File: src/rtl/ring_osc_pkg.sv
// ============================================================================
// ring_osc_pkg : shared FSM encoding and default widths for ring_osc_meter
// Revision     : 1.0
// ============================================================================
`default_nettype none

package ring_osc_pkg;

  typedef enum logic [1:0] {
    ST_IDLE   = 2'd0,
    ST_SETTLE = 2'd1,
    ST_GATE   = 2'd2,
    ST_DONE   = 2'd3
  } state_t;

  localparam int c_DEF_NUM_OSC       = 4;
  localparam int c_DEF_SEL_W         = 2;
  localparam int c_DEF_GATE_W        = 16;
  localparam int c_DEF_COUNT_W       = 16;
  localparam int c_DEF_SETTLE_CYCLES = 8;

endpackage

`default_nettype wire

File: src/rtl/ring_osc_edge_sync.sv
// ============================================================================
// ring_osc_edge_sync : 2-flop synchronizer, delay flop and rising-edge pulse
// Revision           : 1.0
// ============================================================================
`default_nettype none

module ring_osc_edge_sync (
  input  logic clk,
  input  logic rst,
  input  logic async_i,
  output logic rise_o
);

  logic s1_q;
  logic s2_q;
  logic s3_q;

  always_ff @(posedge clk) begin
    if (rst) begin
      s1_q <= 1'b0;
      s2_q <= 1'b0;
      s3_q <= 1'b0;
    end else begin
      s1_q <= async_i;
      s2_q <= s1_q;
      s3_q <= s2_q;
    end
  end

  assign rise_o = s2_q & ~s3_q;

endmodule

`default_nettype wire

File: src/rtl/ring_osc_meter.sv
// ============================================================================
// ring_osc_meter : enables one ring oscillator, settles, then counts its
//                  rising edges over a programmable gate of clk cycles
// Revision       : 1.0
// ============================================================================
`default_nettype none

module ring_osc_meter
  import ring_osc_pkg::*;
#(
  parameter int NUM_OSC       = c_DEF_NUM_OSC,
  parameter int SEL_W         = c_DEF_SEL_W,
  parameter int GATE_W        = c_DEF_GATE_W,
  parameter int COUNT_W       = c_DEF_COUNT_W,
  parameter int SETTLE_CYCLES = c_DEF_SETTLE_CYCLES
) (
  input  logic               clk,
  input  logic               rst,
  input  logic               start,
  input  logic [SEL_W-1:0]   sel,
  input  logic [GATE_W-1:0]  gate_cycles,
  input  logic [NUM_OSC-1:0] osc_in,
  output logic [NUM_OSC-1:0] osc_en,
  output logic               busy,
  output logic               done,
  output logic [COUNT_W-1:0] count,
  output logic               overflow,
  output logic               sel_err
);

  localparam int                 c_SETTLE_W    = $clog2(SETTLE_CYCLES + 1);
  localparam logic [c_SETTLE_W-1:0] c_SETTLE_LAST = c_SETTLE_W'(SETTLE_CYCLES - 1);
  localparam logic [SEL_W:0]     c_NUM_OSC_X   = (SEL_W + 1)'(NUM_OSC);
  localparam logic [COUNT_W-1:0] c_COUNT_MAX   = '1;

  state_t                  state_q;
  logic [SEL_W-1:0]        sel_q;
  logic                    sel_err_q;
  logic [GATE_W-1:0]       gate_len_q;
  logic [GATE_W-1:0]       gate_cnt_q;
  logic [c_SETTLE_W-1:0]   settle_cnt_q;
  logic [COUNT_W-1:0]      count_q;
  logic                    overflow_q;
  logic                    done_q;
  logic [NUM_OSC-1:0]      osc_en_q;

  logic                    w_sel_bad;
  logic                    w_ring;
  logic                    w_rise;

  assign w_sel_bad = ({1'b0, sel} >= c_NUM_OSC_X);

  // An invalid selection feeds a constant 0 so no edges can be counted.
  always_comb begin
    w_ring = 1'b0;
    for (int i = 0; i < NUM_OSC; i++) begin
      if (!sel_err_q && (sel_q == SEL_W'(i))) begin
        w_ring = osc_in[i];
      end
    end
  end

  ring_osc_edge_sync u_edge_sync (
    .clk     (clk),
    .rst     (rst),
    .async_i (w_ring),
    .rise_o  (w_rise)
  );

  always_ff @(posedge clk) begin
    if (rst) begin
      state_q      <= ST_IDLE;
      sel_q        <= '0;
      sel_err_q    <= 1'b0;
      gate_len_q   <= '0;
      gate_cnt_q   <= '0;
      settle_cnt_q <= '0;
      count_q      <= '0;
      overflow_q   <= 1'b0;
      done_q       <= 1'b0;
      osc_en_q     <= '0;
    end else begin
      done_q <= 1'b0;
      case (state_q)
        ST_IDLE: begin
          if (start) begin
            sel_q        <= sel;
            gate_len_q   <= gate_cycles;
            sel_err_q    <= w_sel_bad;
            count_q      <= '0;
            overflow_q   <= 1'b0;
            settle_cnt_q <= '0;
            osc_en_q     <= w_sel_bad ? '0 : (NUM_OSC'(1) << sel);
            state_q      <= ST_SETTLE;
          end
        end
        ST_SETTLE: begin
          if (settle_cnt_q == c_SETTLE_LAST) begin
            settle_cnt_q <= '0;
            if (gate_len_q == '0) begin
              state_q  <= ST_DONE;
              done_q   <= 1'b1;
              osc_en_q <= '0;
            end else begin
              state_q    <= ST_GATE;
              gate_cnt_q <= gate_len_q;
            end
          end else begin
            settle_cnt_q <= settle_cnt_q + c_SETTLE_W'(1);
          end
        end
        ST_GATE: begin
          if (w_rise) begin
            if (count_q == c_COUNT_MAX) begin
              overflow_q <= 1'b1;
            end else begin
              count_q <= count_q + COUNT_W'(1);
            end
          end
          if (gate_cnt_q == GATE_W'(1)) begin
            gate_cnt_q <= '0;
            state_q    <= ST_DONE;
            done_q     <= 1'b1;
            osc_en_q   <= '0;
          end else begin
            gate_cnt_q <= gate_cnt_q - GATE_W'(1);
          end
        end
        ST_DONE: begin
          state_q <= ST_IDLE;
        end
        default: begin
          state_q <= ST_IDLE;
        end
      endcase
    end
  end

  assign osc_en   = osc_en_q;
  assign busy     = (state_q != ST_IDLE);
  assign done     = done_q;
  assign count    = count_q;
  assign overflow = overflow_q;
  assign sel_err  = sel_err_q;

endmodule

`default_nettype wire

File: config.mk
export PLATFORM = sky130hd
export DESIGN_NAME = ring_osc_meter
export DESIGN_NICKNAME = d
export VERILOG_FILES = /design/src/rtl/ring_osc_pkg.sv /design/src/rtl/ring_osc_edge_sync.sv /design/src/rtl/ring_osc_meter.sv
export SDC_FILE = /design/constraint.sdc
export NUM_CORES = 1
export LEC_CHECK = 0
export CORE_AREA = 2 2 82 84
export DETAILED_ROUTE_END_ITERATION = 10
export DIE_AREA = 0 0 84 86
export PLACE_DENSITY = 0.78
export SYNTH_ARGS = -nofsm -noshare
export SYNTH_HDL_FRONTEND = slang
export SYNTH_HIERARCHICAL = 1
export SYNTH_SLANG_ARGS = --single-unit
File: constraint.sdc
create_clock -name clk -period 2.8 [get_ports clk]
set_input_delay 0.56 -clock clk [delete_from_list [all_inputs] [get_ports clk]]
set_output_delay 0.56 -clock clk [all_outputs]
set_load 0.03 [all_outputs]
==> flow_metrics.tcl <==
set metrics [dict create \
    p_per_area_nw_per_um2 888.4 \
    worstMarginPinSlew_ps 643.7 \
    dr.pass1.iters 4 \
    yosys.cell_types.count 66 \
    hold_viol 0 \
    path_buf_inv 1 \
    setup_viol 0 \
    clk_pin_slew_ps 70 \
    synth-edff-count 0 \
    yosys_warnings 6 \
    cts_tree "done" \
    grt_pass1_wl_microns 13590 \
    path_cells "inv_1, ha_1, or4b_2, or4_4, a21oi_4, o21ai_1, a221oi_2" \
    end_kind "register" \
    start_util 0.5364 \
    post_cts_buffers 0 \
    synthArstFlopShare 0 \
    cts_sinks 65 \
    ant_nets 0 \
    die_area_sq_um 7224 \
    hp-class "reg2reg" \
    grt_use_total 0.2308 \
    drtIter0Drc 225 \
    synth_ff_type "dfxtp_1" \
    synth_top_cell_by_area "dfxtp_1" \
    drc 0 \
    synth_cells 405 \
    fin_nets 479 \
    placementRows 29 \
    core-area_sq_um 6277 \
    crit_arrival_ps 2770 \
    max_cap_violations 0 \
    place_area_sq_um 3894 \
    root_buffer "clkbuf_8" \
    insertion_delay_ps 360 \
    htree_levels 3 \
    drive_above_1_share 0.1018 \
    synth.net_count 437 \
    grt_pass1_vias 2942 \
    cts_hold_buf 0 \
    synth_area_sq_um 3367 \
    finalCriticalPeriod_ps 2499 \
    die_w_microns 84 \
    crit_fanout 7 \
    ys_seq_area_frac 0.3865 \
    startpoint_type "register" \
    wirelength_microns 8018 \
    numPortBuffers 47 \
    crit_slowest_cell "or4b_2" \
    synth_most_common_cell "dfxtp_1" \
    clk_path_buf_depth 2 \
    gp_congestion 0.9305 \
    route.vias.total 3126 \
    min_period_over_period 0.8924 \
    wl_per_cell_microns 15.16 \
    synth_area_per_cell_sq_um 8.314 \
    finalClockSkew_ps 7.251 \
    ir_worst_vdd_v 0.0005230 \
    final-max-slew-violation-count 0 \
    power.leakage_nw 1.509 \
    dp_hpwl_microns 5656 \
    crit_type "reg2reg" \
    max_freq_ghz 0.4002 \
    synth_commonest_cells "dfxtp_1, nand2_1, nor2_1" \
    grt_overflow 0 \
    tns_ps 0 \
    synthTopCellsByArea "dfxtp_1, nand2_1, a21oi_1" \
    syn2layout_area_growth_pct 21.44 \
    rsz0062_at_grt "false" \
    avgViaCountPerCell 5.909 \
    grt_max_degree 37 \
    io_pins 49 \
    cts_resized 0 \
    antenna_found_initial 0 \
    numCtsBuffers 9 \
    ys_ff_latch 65 \
    design_area_sq_um 4089 \
    relSlewSlack 0.5669 \
    crit_family "simple AND/OR/NAND/NOR gates" \
    required_ps 3070 \
    diodes 0 \
    status "complete, no violations" \
    max_stage_delay_ps 640 \
    fp.dieH_microns 86 \
    yosys.area.top_type_share 0.3865 \
]
cell usage in the layout (no fill, tap or decap), types with 8 or more instances in the layout:
cell / instances
nand2b_1: 13
nor3_1: 13
buf_4: 9
a21oi_1: 36
nor4_1: 10
nand3_1: 8
inv_1: 13
clkdlybuf4s50_1: 46
clkbuf_8: 10
dfxtp_1: 65
o32ai_1: 8
nor2_1: 38
nand2_1: 53
power breakdown:
part,internal (mW),total (mW),switching (mW)
Sequential,1.05,1.16,0.113
Clock,0.429,0.807,0.378
Combinational,0.632,1.67,1.03
worst paths after layout:
check,startpoint,to,slack [ps],depth (start not counted)
max,gate_cnt_q[1]$_SDFFE_PP0P_,state_q[0]$_SDFFE_PP0P_,300,7
min,u_edge_sync/s1_q$_SDFF_PP0_,u_edge_sync/s2_q$_SDFF_PP0_,450,1
max reg2reg,gate_cnt_q[1]$_SDFFE_PP0P_,state_q[0]$_SDFFE_PP0P_,300,7
min reg2reg,u_edge_sync/s1_q$_SDFF_PP0_,u_edge_sync/s2_q$_SDFF_PP0_,450,1
through the flow:
stage / total power [mW] / setup slack, ps / hold WS, ps / utilization / instances
detailed placement: 2.829 / 304.4 / 428.3 / 0.6203 / 513
global route: 3.906 / 164.9 / 477.8 / 0.6514 / 529
floorplan: 2.408 / 460.7 / 413.8 / - / 405
global placement: 2.792 / 396.2 / 420.5 / 0.6203 / 513
finish: 3.633 / 301.3 / 446.1 / 0.6514 / 529
CTS: 3.634 / 303.7 / 446.7 / 0.6514 / 529
registers in the layout (all words and copies together) (netlist names), 2 cells and up:
signal / cells
settle_cnt_q: 4
gate_len_q: 16
gate_cnt_q: 16
count: 16
state_q: 2
sel_q: 2
osc_en: 4
per-layer routing:
layer | GRT usage | share of wire | wire length [microns]
met1 | 0.2996 | 0.45 | 3576
met2 | 0.3767 | 0.49 | 3947
met3 | 0.04427 | 0.053 | 424
met4 | 0.1012 | 0.0087 | 70
met5 | 0 | 0 | 0
cell families after synthesis:
kind of cell / Yosys count / share of synthesized area
simple gates: 176 / 0.2690
compound gates: 97 / 0.2107
flops: 65 / 0.3865
buf+inv: 38 / 0.04496
xor+xnor: 14 / 0.03642
fa+ha+maj: 7 / 0.02601
mux: 7 / 0.02527
other cells: 1 / 0.001114
layout make-up:
| cell class | instances | area, sq um |
|---|---|---|
| inverters | 13 | 48.80 |
| fillers | 541 | 2188 |
| repair buffers | 56 | 533.0 |
| well taps | 77 | 96.34 |
| multi-input cells | 302 | 1914 |
| clock inverters | 6 | 57.56 |
| flip-flops and latches | 65 | 1301 |
| clock buffers | 10 | 137.6 |
Power figures use the tool's default switching activity.
